<file path="config.mk">
export PLATFORM = sky130hd
export DESIGN_NAME = operand_stack_flat
export DESIGN_NICKNAME = d
export VERILOG_FILES = /design/src/rtl/operand_stack_if.sv /design/src/rtl/operand_stack.sv /design/src/flat_wrapper.sv
export SDC_FILE = /design/constraint.sdc
export NUM_CORES = 1
export LEC_CHECK = 0
export BUFFER_PORTS_ARGS = -buffer_cell sky130_fd_sc_hd__buf_4
export CAP_MARGIN = 20
export CORE_ASPECT_RATIO = 1.2
export CORE_MARGIN = 2
export CORE_UTILIZATION = 56
export DETAILED_ROUTE_END_ITERATION = 16
export GPL_ROUTABILITY_DRIVEN = 0
export GPL_TIMING_DRIVEN = 0
export MAX_ROUTING_LAYER = met4
export PLACE_DENSITY = 0.76
export SETUP_SLACK_MARGIN = 0.5
export SLEW_MARGIN = 20
export SYNTH_ARGS = -nofsm -noshare
export SYNTH_HDL_FRONTEND = slang
export SYNTH_SLANG_ARGS = --single-unit
</file>
<file path="constraint.sdc">
create_clock -name clock -period 10.4 [get_ports clock]
set_clock_uncertainty 0.15 [all_clocks]
set_input_delay 2.08 -clock clock [delete_from_list [all_inputs] [get_ports clock]]
set_output_delay 2.08 -clock clock [all_outputs]
set_load 0.02 [all_outputs]
</file>
<file path="src/rtl/operand_stack_if.sv">
// Operand stack bus interface.
//   master : control/ALU side; drives push/push_data/pop/clear_err and reads stack status.
//   slave  : the stack itself; consumes requests and drives tos/count/flags.
// Optional STACK_NOS_EN adds nos/nos_valid (next-on-stack) to the bus.
interface operand_stack_if #(
    parameter int unsigned WIDTH = 32,
    parameter int unsigned DEPTH = 16,
    parameter int unsigned PTR_W = $clog2(DEPTH)
);
    logic             push;
    logic [WIDTH-1:0] push_data;
    logic             pop;
    logic             clear_err;
    logic [WIDTH-1:0] tos;
    logic [PTR_W:0]   count;
    logic             empty;
    logic             full;
    logic             overflow;
    logic             underflow;
`ifdef STACK_NOS_EN
    logic [WIDTH-1:0] nos;
    logic             nos_valid;
`endif

    modport master (
        output push, push_data, pop, clear_err,
`ifdef STACK_NOS_EN
        input  nos, nos_valid,
`endif
        input  tos, count, empty, full, overflow, underflow
    );

    modport slave (
        input  push, push_data, pop, clear_err,
`ifdef STACK_NOS_EN
        output nos, nos_valid,
`endif
        output tos, count, empty, full, overflow, underflow
    );
endinterface

</file>
<file path="src/rtl/operand_stack.sv">
// LIFO operand stack feeding the stack-machine ALU.
//   clock    : rising-edge system clock
//   reset    : asynchronous active-high reset (clears count and error flags, not storage)
//   stk_io   : operand_stack_if.slave -- push/pop/clear_err in; tos, count, empty, full,
//              sticky overflow/underflow out.
// Build option: define STACK_NOS_EN to add nos/nos_valid (next-on-stack read port).
// Push and pop together on a non-empty stack replaces the top entry (ALU write-back).
module operand_stack #(
    parameter int unsigned WIDTH = 32,
    parameter int unsigned DEPTH = 16,
    parameter int unsigned PTR_W = $clog2(DEPTH)
) (
    input  logic          clock,
    input  logic          reset,
    operand_stack_if.slave stk_io
);
    localparam logic [PTR_W:0]   CntOne   = (PTR_W + 1)'(1);
    localparam logic [PTR_W:0]   CntDepth = (PTR_W + 1)'(DEPTH);
    localparam logic [PTR_W-1:0] IdxOne   = PTR_W'(1);

    logic [WIDTH-1:0] mem_q [DEPTH];
    logic [PTR_W:0]   count_q, count_d;
    logic             overflow_q, overflow_d;
    logic             underflow_q, underflow_d;

    logic             empty, full;
    logic             wr_en;
    logic [PTR_W-1:0] wr_idx;
    logic [PTR_W-1:0] top_idx;
    logic             ovf_set, unf_set;

    assign empty   = (count_q == '0);
    assign full    = (count_q == CntDepth);
    // Wraps to DEPTH-1 when full; unused when empty.
    assign top_idx = count_q[PTR_W-1:0] - IdxOne;

    always_comb begin
        count_d = count_q;
        wr_en   = 1'b0;
        wr_idx  = count_q[PTR_W-1:0];
        ovf_set = 1'b0;
        unf_set = 1'b0;
        case ({stk_io.push, stk_io.pop})
            2'b10: begin
                if (full) begin
                    ovf_set = 1'b1;
                end else begin
                    wr_en   = 1'b1;
                    count_d = count_q + CntOne;
                end
            end
            2'b01: begin
                if (empty) begin
                    unf_set = 1'b1;
                end else begin
                    count_d = count_q - CntOne;
                end
            end
            2'b11: begin
                wr_en = 1'b1;
                if (empty) begin
                    // Pop fails but the push still lands at the bottom.
                    unf_set = 1'b1;
                    wr_idx  = '0;
                    count_d = CntOne;
                end else begin
                    wr_idx = top_idx;
                end
            end
            default: ;
        endcase
        // Set wins over a simultaneous clear.
        overflow_d  = ovf_set | (overflow_q & ~stk_io.clear_err);
        underflow_d = unf_set | (underflow_q & ~stk_io.clear_err);
    end

    always_ff @(posedge clock or posedge reset) begin
        if (reset) begin
            count_q     <= '0;
            overflow_q  <= 1'b0;
            underflow_q <= 1'b0;
        end else begin
            count_q     <= count_d;
            overflow_q  <= overflow_d;
            underflow_q <= underflow_d;
        end
    end

    // Storage is not reset; entries at or above count are don't-care.
    always_ff @(posedge clock) begin
        if (wr_en) begin
            mem_q[wr_idx] <= stk_io.push_data;
        end
    end

    assign stk_io.tos       = empty ? '0 : mem_q[top_idx];
    assign stk_io.count     = count_q;
    assign stk_io.empty     = empty;
    assign stk_io.full      = full;
    assign stk_io.overflow  = overflow_q;
    assign stk_io.underflow = underflow_q;

`ifdef STACK_NOS_EN
    localparam logic [PTR_W:0]   CntTwo = (PTR_W + 1)'(2);
    localparam logic [PTR_W-1:0] IdxTwo = PTR_W'(2);
    logic [PTR_W-1:0] nos_idx;
    assign nos_idx          = count_q[PTR_W-1:0] - IdxTwo;
    assign stk_io.nos_valid = (count_q >= CntTwo);
    assign stk_io.nos       = stk_io.nos_valid ? mem_q[nos_idx] : '0;
`endif
endmodule
</file>
<file path="src/flat_wrapper.sv">
// flat-port wrapper written by rule: the top's interface ports become plain ports
module operand_stack_flat 
#(
    parameter int unsigned WIDTH = 32,
    parameter int unsigned DEPTH = 16,
    parameter int unsigned PTR_W = $clog2(DEPTH)
)
  (clock, reset, stk_io_push, stk_io_push_data, stk_io_pop, stk_io_clear_err, stk_io_tos, stk_io_count, stk_io_empty, stk_io_full, stk_io_overflow, stk_io_underflow);
  operand_stack_if #(.WIDTH(WIDTH), .DEPTH(DEPTH), .PTR_W(PTR_W)) stk_io_i ();
  input  logic clock;
  input  logic reset;
  input wire logic [$bits(stk_io_i.push)-1:0] stk_io_push;
  input wire logic [$bits(stk_io_i.push_data)-1:0] stk_io_push_data;
  input wire logic [$bits(stk_io_i.pop)-1:0] stk_io_pop;
  input wire logic [$bits(stk_io_i.clear_err)-1:0] stk_io_clear_err;
  output wire logic [$bits(stk_io_i.tos)-1:0] stk_io_tos;
  output wire logic [$bits(stk_io_i.count)-1:0] stk_io_count;
  output wire logic [$bits(stk_io_i.empty)-1:0] stk_io_empty;
  output wire logic [$bits(stk_io_i.full)-1:0] stk_io_full;
  output wire logic [$bits(stk_io_i.overflow)-1:0] stk_io_overflow;
  output wire logic [$bits(stk_io_i.underflow)-1:0] stk_io_underflow;
  assign stk_io_i.push = stk_io_push;
  assign stk_io_i.push_data = stk_io_push_data;
  assign stk_io_i.pop = stk_io_pop;
  assign stk_io_i.clear_err = stk_io_clear_err;
  assign stk_io_tos = stk_io_i.tos;
  assign stk_io_count = stk_io_i.count;
  assign stk_io_empty = stk_io_i.empty;
  assign stk_io_full = stk_io_i.full;
  assign stk_io_overflow = stk_io_i.overflow;
  assign stk_io_underflow = stk_io_i.underflow;
  operand_stack #(.WIDTH(WIDTH), .DEPTH(DEPTH), .PTR_W(PTR_W)) u_core (.clock(clock), .reset(reset), .stk_io(stk_io_i));
endmodule
</file>
# Yosys cells after proc, flatten, opt, wreduce, memory -nomap -nowiden
# Memories as Yosys holds them, arrays and structs flattened.
# Cells that the tools add are included.
# classes
add_sub_neg	3
multipliers	0
n_div	0
order_cmp	0
eq_ne	7
n_shift	0
mux	15
bitwise_logic	5
n_reduce_logical	4
# ops
operator	count
32-bit 2-to-1 mux	1
5-bit 2-to-1 mux	3
5-bit one-hot mux with 3 select lines	1
4-bit 2-to-1 mux	2
1-bit 2-to-1 mux	7
5-bit by 1-bit adder with 5-bit output (second input constant)	1
5-bit == test (second input constant)	1
5-bit zero test	1
5-bit by 1-bit subtractor with 5-bit output (second input constant)	1
2-bit == test (second input constant)	2
2-bit inequality test (second input constant)	2
4-bit AND reduction	1
4-bit by 1-bit subtractor with 4-bit output (second input constant)	1
3-bit nonzero test	1
1-bit bitwise AND	2
2-bit by 1-bit == test with 1-bit output (second input constant)	1
2-bit by 1-bit inequality test with 1-bit output (second input constant)	1
1-bit OR	2
1-bit one-hot mux with 2 select lines	1
2-bit OR reduction	1
1-bit inverter	1
# totals
reg_bits	7
latchBits	0
ramBits	512
romBits	0
input_bits	37
out_inout_bits	41
word_cells	38
mem_count	1
# memory_table
memory	words	word_bits	read_ports	rd_ports_with_merged_regs	write_ports	line_no	text
u_core.mem_q	16	32	1	0	1	operand_stack.sv:21	logic [WIDTH-1:0] mem_q [DEPTH];

# Longest topological paths before layout
# Gate-level depths: netlist of the first run.
# depth
depth_word	5
ltp_mapped	10
depth_no_buf	7

# Worst setup path after synthesis of the first run
# No wires, ideal clock.
# synth_timing
kind	input to register
startpoint	in stk_io_pop
endpoint	mem u_core.mem_q[0][0] (enable)
setup_time_ps	432
arrival_time_ps	4518
path_slack_ps	5300
path_stages	5
path_buffers	1
path_cell_list	clkbuf_1 nand2_1 nor4_1 o31ai_1 a21oi_1
# synth_between
elab_chain_cells	4
# synth_lines
item	line_no	text
from (decl)	flat_wrapper.sv:14	input wire logic [$bits(stk_io_i.pop)-1:0] stk_io_pop;
2-bit == test	operand_stack.sv:43	case ({stk_io.push, stk_io.pop})
1-bit one-hot mux with 2 select lines	operand_stack.sv:43	
1-bit 2-to-1 mux	operand_stack.sv:91	if (wr_en) begin
1-bit 2-to-1 mux (not written as such)	operand_stack.sv:92	mem_q[wr_idx] <= stk_io.push_data;
to (decl)	operand_stack.sv:21	
# Several ways; a longest one is shown, not always the timed one.

# Worst setup path after layout of the first run
# layout_timing
startpoint	reg u_core.count_q[0] (netlist: u_core.stk_io.count[0])
endpoint	out stk_io_tos[7]
# layout_between
elab_chain_cells	3
# layout_lines
item	line_no	text
from (decl)	operand_stack.sv:22	logic [PTR_W:0] count_q, count_d;
from (signal assigned)	operand_stack.sv:83	count_q <= count_d;
4-bit by 1-bit subtractor with 4-bit output	operand_stack.sv:35	assign top_idx = count_q[PTR_W-1:0] - IdxOne;
memory 16 x 32 bit	n/a	
32-bit 2-to-1 mux (*)	operand_stack.sv:96	assign stk_io.tos = empty ? '0 : mem_q[top_idx];
to (decl)	flat_wrapper.sv:16	output wire logic [$bits(stk_io_i.tos)-1:0] stk_io_tos;
# Every way passes the cells marked *; elsewhere a longest branch is shown, timed or not.

==> run summary, run 1 <==
status: complete, no violations
Row Count: 76
Setup crit end kind: output port
CP Data Arrival Time: 4.27 ns
switching power total: 0.00265 W
PortBufs: 77
Root Driver: clkbuf_16
Routed WL per cell: 29.4 um
Power Density: 316 nW/um2
DPL Wire Length: 28,600 um
die area: 37,700 um2
synthesized area: 20,200 um2
CTS sink cnt: 519
crit-path cells: buf_2 > buf_6 > inv_1 > ha_1 > buf_2 > buf_2 > buf_1 > mux4_2 > mux2i_1 > o22ai_1 > buf_4
critical path class: reg -> out
Final Hold Fails: 0
register area share after synthesis: 76.8%
# Post-CTS Setup Buffers: 0
cts hold-fix bufs: 0
Vias/cell: 6.43
Tightest Hold Check Type: reg -> reg
area grow syn2layout: 17.7%
Post-synth ARST share: 1.35%
Cell Int Power: 0.00487 W
flops & latches, synth: 519
FF+latch area: 15,500 um2
combinational share of power: 43.2%
most frequent CP cell: buf_2
Rel. slew slack: 29.5%
Post-CTS Resized: 0
largest net degree at the start of global routing: 18
global route overflow: 0
die height: 212 um
Critical Path RT: 8.17 ns
part of the power in registers: 34.4%
Max Freq: 0.154 GHz
total track usage: 25.9%
clock slew at reported path FFs: 0.06 ns
layout cells sized above 1: 32.5%
routed via count: 10,024
crit path time final: 6.50 ns
Max IR drop VDD: 0.215 mV
Netlist cell types: 48
Worst path max stage delay: 0.65 ns
Clock Power Share: 22.4%
Worst path top cell family by delay: buffers and inverters
Synth Net Count: 945
first-pass GRT wire length: 67,000 um
unrepaired setup endpoints after global routing: no
1st-iter DRT viols: 1,317
number of warnings issued by yosys: 0
DIE WIDTH: 178 um
Synth Area per Inst: 22.4 um2
initial antenna violation count: 1
residual DRC count: 0
Post-Synthesis Cells: 902
fillers: 2,232
CTS tree: yes
Post-synth EDFFs: 512
final core area utilization: 66.6%
slowest cell on the critical path: buf_1
# IOs: 78
clk buf depth: 3
Crit Path Max Fanout: 10
Initial Util: 56.6%
antenna-violating nets left: 0
setup TNS: 0 ns
vias in the first global route: 10,413
Final #Nets: 1,101
Least-Margin Pin Slew: 1.05 ns
placeable core area: 35,800 um2
final setup fails: 0
total wire length: 45,800 um
H-tree depth: 2
Leak: 7.85 nW
Final Max Tran Viols: 0
Buf+Inv Stages, Crit Path: 7
fin crit share: 62.5%
critical path launch point type: register
max cap viols: 0
switching share of power: 35.3%
1st-pass router iterations: 5
multi-input logic area: 4570 um2
CTS Buf Count: 48
clock latency on the worst-skew pair: 0.56 ns
ys flop type: edfxtp_1
[routing by layer]
metal  track usage, %  part of all wire (%)
met5                -                     0
met1             33.5                    38
met3             4.51                   7.6
met4             10.9                   4.2
met2             41.1                    50
[sequential cells by signal, summed over array words and instances (netlist names)]
name / cells
u_core.mem_q: 512
u_core.stk_io.overflow: 1
u_core.stk_io.count: 5
u_core.stk_io.underflow: 1
[final cells by class]
| class | count | area share, % |
|---|---|---|
| Sequential cell | 519 | 65.3 |
| Inverter | 12 | 0.189 |
| Clock buffer | 56 | 5.35 |
| Antenna cell | 1 | 0.0105 |
| Timing Repair Buffer | 106 | 5.59 |
| Buffer | 49 | 1.07 |
| Tap cell | 468 | 2.46 |
| Multi-Input combinational cell | 322 | 19.2 |
| Clock inverter | 26 | 0.898 |
[tightest hold or removal path: cells and delay by family, from the launching register on]
| family | cells | cell delay (ns) |
|---|---|---|
| AOI/OAI and AO/OA | 1 | 0.06 |
| DFF | 1 | 0.37 |
| buffers and inverters | 1 | 0.06 |
[logic make-up after synthesis]
logic type / Yosys count / share of synthesized area, %
compound gates: 73 / 2.26
xor+xnor: 2 / 0.124
fa+ha+maj: 6 / 0.408
buf+inv: 61 / 1.48
flops: 519 / 76.8
mux: 195 / 17.6
simple gates: 46 / 1.30
[power groups by stage]
| stage | combinational [W] | sequential [W] | clock [W] |
|---|---|---|---|
| 6_report | 0.00325 | 0.00259 | 0.00169 |
| 5_1_grt | 0.00341 | 0.00260 | 0.00178 |
| 4_1_cts | 0.00327 | 0.00259 | 0.00171 |
| 3_5_place_dp | 0.00325 | 0.00263 | 0 |
| 3_3_place_gp | 0.00305 | 0.00264 | 0 |
| 2_1_floorplan | 0.00202 | 0.00263 | 0 |
[stage by stage]
| stage | power [W] | hold slack, ns | std cells | instance area (um2) | worst slack, ns |
|---|---|---|---|---|---|
| CTS | 0.00757 | 0.390 | 1557 | 23800 | 3.93 |
| global placement | 0.00569 | 0.369 | 1447 | 21400 | 3.32 |
| global route | 0.00779 | 0.416 | 1559 | 23800 | 3.78 |
| finish | 0.00752 | 0.384 | 1559 | 23800 | 3.90 |
| detailed placement | 0.00587 | 0.380 | 1475 | 22300 | 4.51 |
| floorplan | 0.00464 | 0.456 | 902 | 20200 | 5.30 |
[placed cells by master (no fill, tap or decap), types with 3 or more instances in the layout]
cell type	n
edfxtp_1	512
mux4_2	129
buf_4	89
mux2i_1	65
clkbuf_16	50
o22ai_1	33
buf_16	26
buf_2	17
clkbuf_1	15
a21oi_4	13
inv_1	11
buf_1	11
clkinv_1	10
nor2_1	9
clkinv_2	9
dfrtp_1	7
nand2_1	6
nand3_1	6
a21oi_1	5
o21ai_1	5
ha_1	5
o21ai_0	4
nor3_1	4
nor2b_4	4
nor4_1	3
bufinv_16	3
[cells in the mapped netlist (all sizes together), types with 6 or more instances]
| cell type | count | area [um2] |
|---|---|---|
| inv | 12 | 45.0 |
| o21ai | 10 | 53.8 |
| nor2b | 6 | 37.5 |
| dfrtp | 7 | 175 |
| edfxtp | 512 | 15400 |
| clkbuf | 9 | 33.8 |
| mux2i | 65 | 651 |
| nand3 | 6 | 30.0 |
| mux4 | 129 | 2910 |
| nor2 | 9 | 33.8 |
| a21oi | 18 | 101 |
| nand2 | 6 | 22.5 |
| o22ai | 33 | 206 |
| buf | 40 | 220 |
[final timing paths]
path	depth (start not counted)	slack, ns	end	startpoint
max	11	3.90	stk_io_tos[7]	u_core.stk_io.count[0]
min	2	0.38	u_core.stk_io.underflow	u_core.stk_io.underflow
max reg2reg	11	6.08	u_core.mem_q[4][14]	u_core.stk_io.count[0]
min reg2reg	2	0.38	u_core.stk_io.underflow	u_core.stk_io.underflow
max in group asynchronous	2	8.60	u_core.stk_io.count[2]	reset
min in group asynchronous	2	1.29	u_core.stk_io.underflow	reset
No activity file was read; power rests on OpenSTA's default activity.
==> run 2: changes to the inputs <==
CORE_UTILIZATION = 55   (was 56)
PLACE_DENSITY = 0.78   (was 0.76)
clock period = 5.7 ns   (was 10.4 ns; I/O delays follow)
==> run summary, run 2 (synthesis results as in run 1) <==
status: complete, no violations
most frequent cells in the layout: 512 x edfxtp_1, 129 x mux4_2, 88 x buf_4
routing usage on met2: 39.9%
1st-iter DRT viols: 1,212
Final Max Tran Viols: 0
GRT busiest layer: met2
critical path class: reg -> out
total power: 0.0137 W
PortBufs: 77
DPL Wire Length: 27,500 um
commonest non-fill, non-tap cell in the layout: edfxtp_1
max cap viols: 0
placed inst area: 22,300 um2
clock latency on the worst-skew pair: 0.55 ns
CTS tree: yes
FF-to-FF End: u_core.mem_q[8][7]
Placed Instances: 1,480
post-route cell area: 23,800 um2
Cell Int Power: 0.00889 W
Final #Nets: 1,098
fillers: 2,298
Power Density: 575 nW/um2
part of the power in registers: 34.5%
Setup crit end kind: output port
residual DRC count: 0
routed via count: 9,986
antenna-violating nets left: 0
# Post-CTS Setup Buffers: 0
Vias/cell: 6.40
fin crit share: 89.1%
Antenna diodes: 0
cts hold-fix bufs: 0
Leak: 7.85 nW
switching power total: 0.00477 W
clock slew at reported path FFs: 0.06 ns
total track usage: 25.0%
Root Driver: clkbuf_16
CP Data Arrival Time: 3.79 ns
1st-pass router iterations: 5
initial antenna violation count: 0
switching share of power: 34.9%
CTS sink cnt: 519
crit path time final: 5.08 ns
max reg flops: 512
vias in the first global route: 10,434
flop2flop setup slack: 1.42 ns
Buf+Inv Stages, Crit Path: 7
placeable core area: 36,600 um2
Crit Path Max Fanout: 10
largest net degree at the start of global routing: 21
Non-Filler Instances: 1,560
Routed WL per cell: 28.9 um
combinational share of power: 43.2%
final setup fails: 0
layout cells sized above 1: 33.3%
Tightest Hold Check Type: in -> async
first-pass GRT wire length: 67,100 um
# IOs: 78
clk buf depth: 3
Worst path top cell family by delay: buffers and inverters
slowest cell on the critical path: dfrtp_1
H-tree depth: 2
Top reg by flops: u_core.mem_q
DIE WIDTH: 179 um
crit-path cells: buf_2 > buf_6 > inv_1 > ha_1 > buf_2 > clkbuf_4 > buf_2 > mux4_2 > mux2i_1 > o22ai_1 > buf_4
critical path launch point type: register
CTS Buf Count: 47
M3 GR Usage: 3.30%
WHS: 0.359 ns
Initial Util: 55.3%
die height: 214 um
Final Hold Fails: 0
Clock Power Share: 22.3%
area grow syn2layout: 17.4%
global route overflow: 0
total wire length: 45,000 um
Max IR drop VDD: 0.402 mV
Rel. slew slack: 33.0%
worst r2r src: u_core.stk_io.count[0]
unrepaired setup endpoints after global routing: yes
Critical Path RT: 4.41 ns
Max Freq: 0.197 GHz
grt met1 use: 33.7%
R2R cell count: 12
Worst path max stage delay: 0.40 ns
Row Count: 77
die area: 38,400 um2
Least-Margin Pin Slew: 1.00 ns
most frequent CP cell: buf_2
-- run 2: cell count changes in the layout (fill, tap and decap cells not counted), sizes merged --
| cell | delta |
|---|---|
| clkinv | -6 |
| buf | -4 |
| clkbuf | +4 |
| bufinv | +2 |
| clkinvlp | -1 |
| diode | -1 |
| inv | +1 |
-- run 2: final cells by class --
type                            instances  area [um2]  area share, %
Multi-Input combinational cell        322        4580           19.3
Sequential cell                       519       15500           65.4
Inverter                               12        45.0          0.189
Tap cell                              474         593           2.49
Buffer                                 49         277           1.16
Timing Repair Buffer                  104        1280           5.38
Clock inverter                         22         236          0.995
Clock buffer                           58        1220           5.12
-- run 2: metrics by stage --
| step | setup TNS [ns] | util (%) | worst slack [ns] |
|---|---|---|---|
| after floorplan | 0 | - | 1.47 |
| after global placement | -207.52 | 58.5 | -0.760 |
| after detailed placement | 0 | 60.9 | 0.813 |
| after CTS | 0 | 64.9 | 0.481 |
| after global routing | 0 | 64.9 | 0.509 |
| final | 0 | 64.9 | 0.622 |
-- run 2: metal layers --
layer	vias to the layer above	wire [um]
met1	5260	17200
met4	0	1440
li1	4137	-
met3	108	3030
met5	-	0
met2	481	23300
-- run 2: what timing repair did --
action                                  in CTS  in global routing
resized for setup                            9                 13
endpoints found under the setup margin      32                 29
endpoints found under the hold margin        0                  0
-- run 2: power by group through the flow --
stage | clock network, W | logic (W) | registers, W
finish | 0.00304 | 0.00590 | 0.00472
global route | 0.00322 | 0.00621 | 0.00474
CTS | 0.00308 | 0.00595 | 0.00472
detailed placement | 0 | 0.00587 | 0.00479
global placement | 0 | 0.00553 | 0.00481
floorplan | 0 | 0.00368 | 0.00479
-- run 2: worst max path at each step --
stage                                 startpoint             endpoint  cells after the start
final                     u_core.stk_io.count[0]        stk_io_tos[7]                     11
after global routing      u_core.stk_io.count[0]       stk_io_tos[15]                     11
after global placement    u_core.stk_io.count[0]  u_core.mem_q[8][13]                     10
after floorplan           u_core.stk_io.count[0]   u_core.mem_q[0][0]                      8
after detailed placement  u_core.stk_io.count[0]       stk_io_tos[29]                     11
after CTS                 u_core.stk_io.count[0]       stk_io_tos[15]                     10
-- run 2: worst reg2reg max path, stage by stage, from the launching register on --
cell	delay, ns
dfrtp_1	0.40
buf_2	0.32
buf_6	0.23
inv_1	0.17
ha_1	0.32
buf_2	0.20
buf_1	0.59
nand2_1	0.15
nand3_1	0.14
o211ai_1	0.36
a21oi_4	0.54
buf_16	0.23
buf_16	0.18
==> run 3: changes to the inputs <==
CTS_CLUSTER_DIAMETER = 30   (was unset)
RECOVER_POWER = 50   (was unset)
clock period = 4.6 ns   (was 5.7 ns; I/O delays follow)
==> run summary, run 3 (synthesis results as in run 1) <==
PortBufs: 77
Initial Util: 55.3%
most frequent cells in the layout: 512 x edfxtp_1, 129 x mux4_2, 79 x clkbuf_16
antenna-violating nets left: 0
fillers: 2,045
clk buf depth: 3
# IOs: 78
Post-Place Worst Slack: -0.0538 ns
Routed WL per cell: 34.9 um
setup TNS: 0 ns
Clock Power Share: 27.9%
R2R cell count: 10
vias in the first global route: 11,650
Non-Filler Instances: 1,639
Vias/cell: 6.90
Final Hold Fails: 0
CTS Buf Count: 77
switching power total: 0.00771 W
Tightest Hold Check Type: in -> async
Cell Int Power: 0.0137 W
failing checks: capacitance limit, slew limit
multi-input logic area: 4930 um2
combinational share of power: 44.4%
CTS tree: yes
Critical Path RT: 3.53 ns
status: complete, but fails checks
first-pass GRT wire length: 80,900 um
largest net degree at the start of global routing: 21
1st-pass router iterations: 5
Row Count: 77
unrepaired setup endpoints after global routing: yes
1st-iter DRT viols: 1,467
placed inst area: 22,300 um2
worst setup margin: 0.193 ns
fin crit share: 95.8%
max cap viols: 1
Leak: 8.47 nW
Setup crit end kind: output port
CP Data Arrival Time: 3.34 ns
part of the power in registers: 27.6%
post-route cell area: 25,600 um2
DIE WIDTH: 179 um
placeable core area: 36,600 um2
Max Freq: 0.227 GHz
Least-Margin Pin Slew: 1.55 ns
total wire length: 57,200 um
Final Max Tran Viols: 5
layout cells sized above 1: 39.3%
routed via count: 11,312
Root Driver: clkbuf_16
critical path class: reg -> out
Rel. slew slack: -4.50%
H-tree depth: 3
commonest non-fill, non-tap cell in the layout: edfxtp_1
clock slew at reported path FFs: 0.05 ns
Top reg by flops: u_core.mem_q
Final #Nets: 1,146
crit path time final: 4.41 ns
total track usage: 31.1%
die height: 214 um
Placed Instances: 1,481
FF+latch area: 15,500 um2
die area: 38,400 um2
global route overflow: 0
Crit Path Max Fanout: 7
Max IR drop VDD: 0.464 mV
max reg flops: 512
initial antenna violation count: 1
switching share of power: 36.1%
total power: 0.0214 W
clock latency on the worst-skew pair: 0.61 ns
CTS sink cnt: 519
critical path launch point type: register
residual DRC count: 0
final setup fails: 0
cts hold-fix bufs: 0
Power Density: 835 nW/um2
area grow syn2layout: 26.4%
DPL Wire Length: 27,800 um
[run 3: changes by cell type in the layout (fill, tap and decap cells not counted), sizes merged]
cell	before	now
buf	142	120
bufinv	5	8
clkbuf	69	135
clkinv	15	24
clkinvlp	0	11
diode	0	1
inv	14	25
[run 3: power by group through the flow]
stage               clock network (W)  registers [W]  logic, W
floorplan                           0        0.00594   0.00457
global placement                    0        0.00596   0.00686
detailed placement                  0        0.00594   0.00727
CTS                           0.00594        0.00588   0.00872
global route                  0.00618        0.00593   0.00975
finish                        0.00597        0.00591   0.00949
[run 3: worst paths after layout]
check                                          end  slack [ns]                    start
min in group clock          u_core.stk_io.overflow        0.35         stk_io_clear_err
max in group asynchronous   u_core.stk_io.count[0]        3.98                    reset
hold / removal              u_core.stk_io.count[1]        0.08                    reset
setup reg to reg               u_core.mem_q[1][13]        0.27   u_core.stk_io.count[0]
hold reg to reg            u_core.stk_io.underflow        0.37  u_core.stk_io.underflow
setup / recovery                    stk_io_tos[29]        0.19   u_core.stk_io.count[0]
[run 3: through the flow]
| step | hold WS (ns) | utilization (%) |
|---|---|---|
| final | 0.0846 | 69.9 |
| after CTS | 0.0840 | 69.7 |
| after floorplan | 0.456 | - |
| after global routing | 0.119 | 69.9 |
| after global placement | 0.367 | 58.5 |
| after detailed placement | 0.369 | 60.8 |
[run 3: cell type report]
cell class,count,share of cell area [%]
Antenna cell,1,0.00978
Timing Repair Buffer,122,5.06
Tap cell,474,2.32
Sequential cell,519,60.7
Clock buffer,84,7.71
Buffer,49,2.23
Multi-Input combinational cell,322,19.3
Clock inverter,56,2.49
Inverter,12,0.181
[run 3: what timing repair did]
item,in CTS,in global routing
setup buffers,9,6
pin swaps,2,0
setup endpoints to repair,112,32
resized for setup,133,41
gates cloned,1,1
[run 3: worst max-delay path: stages (launching register included)]
cell        delay (ns)
dfrtp_1           0.39
buf_6             0.17
buf_12            0.12
clkinvlp_2        0.19
ha_1              0.39
buf_12            0.15
buf_12            0.17
buf_12            0.15
mux4_2            0.40
mux2i_4           0.29
o22ai_4           0.14
buf_6             0.15
[run 3: metal layers]
layer	vias up	share of wire, %	global-route usage (%)
li1	4268	-	-
met1	5861	34	38.5
met2	947	51	48.4
met3	236	10	6.99
met4	0	5.4	16.0
met5	-	0	-
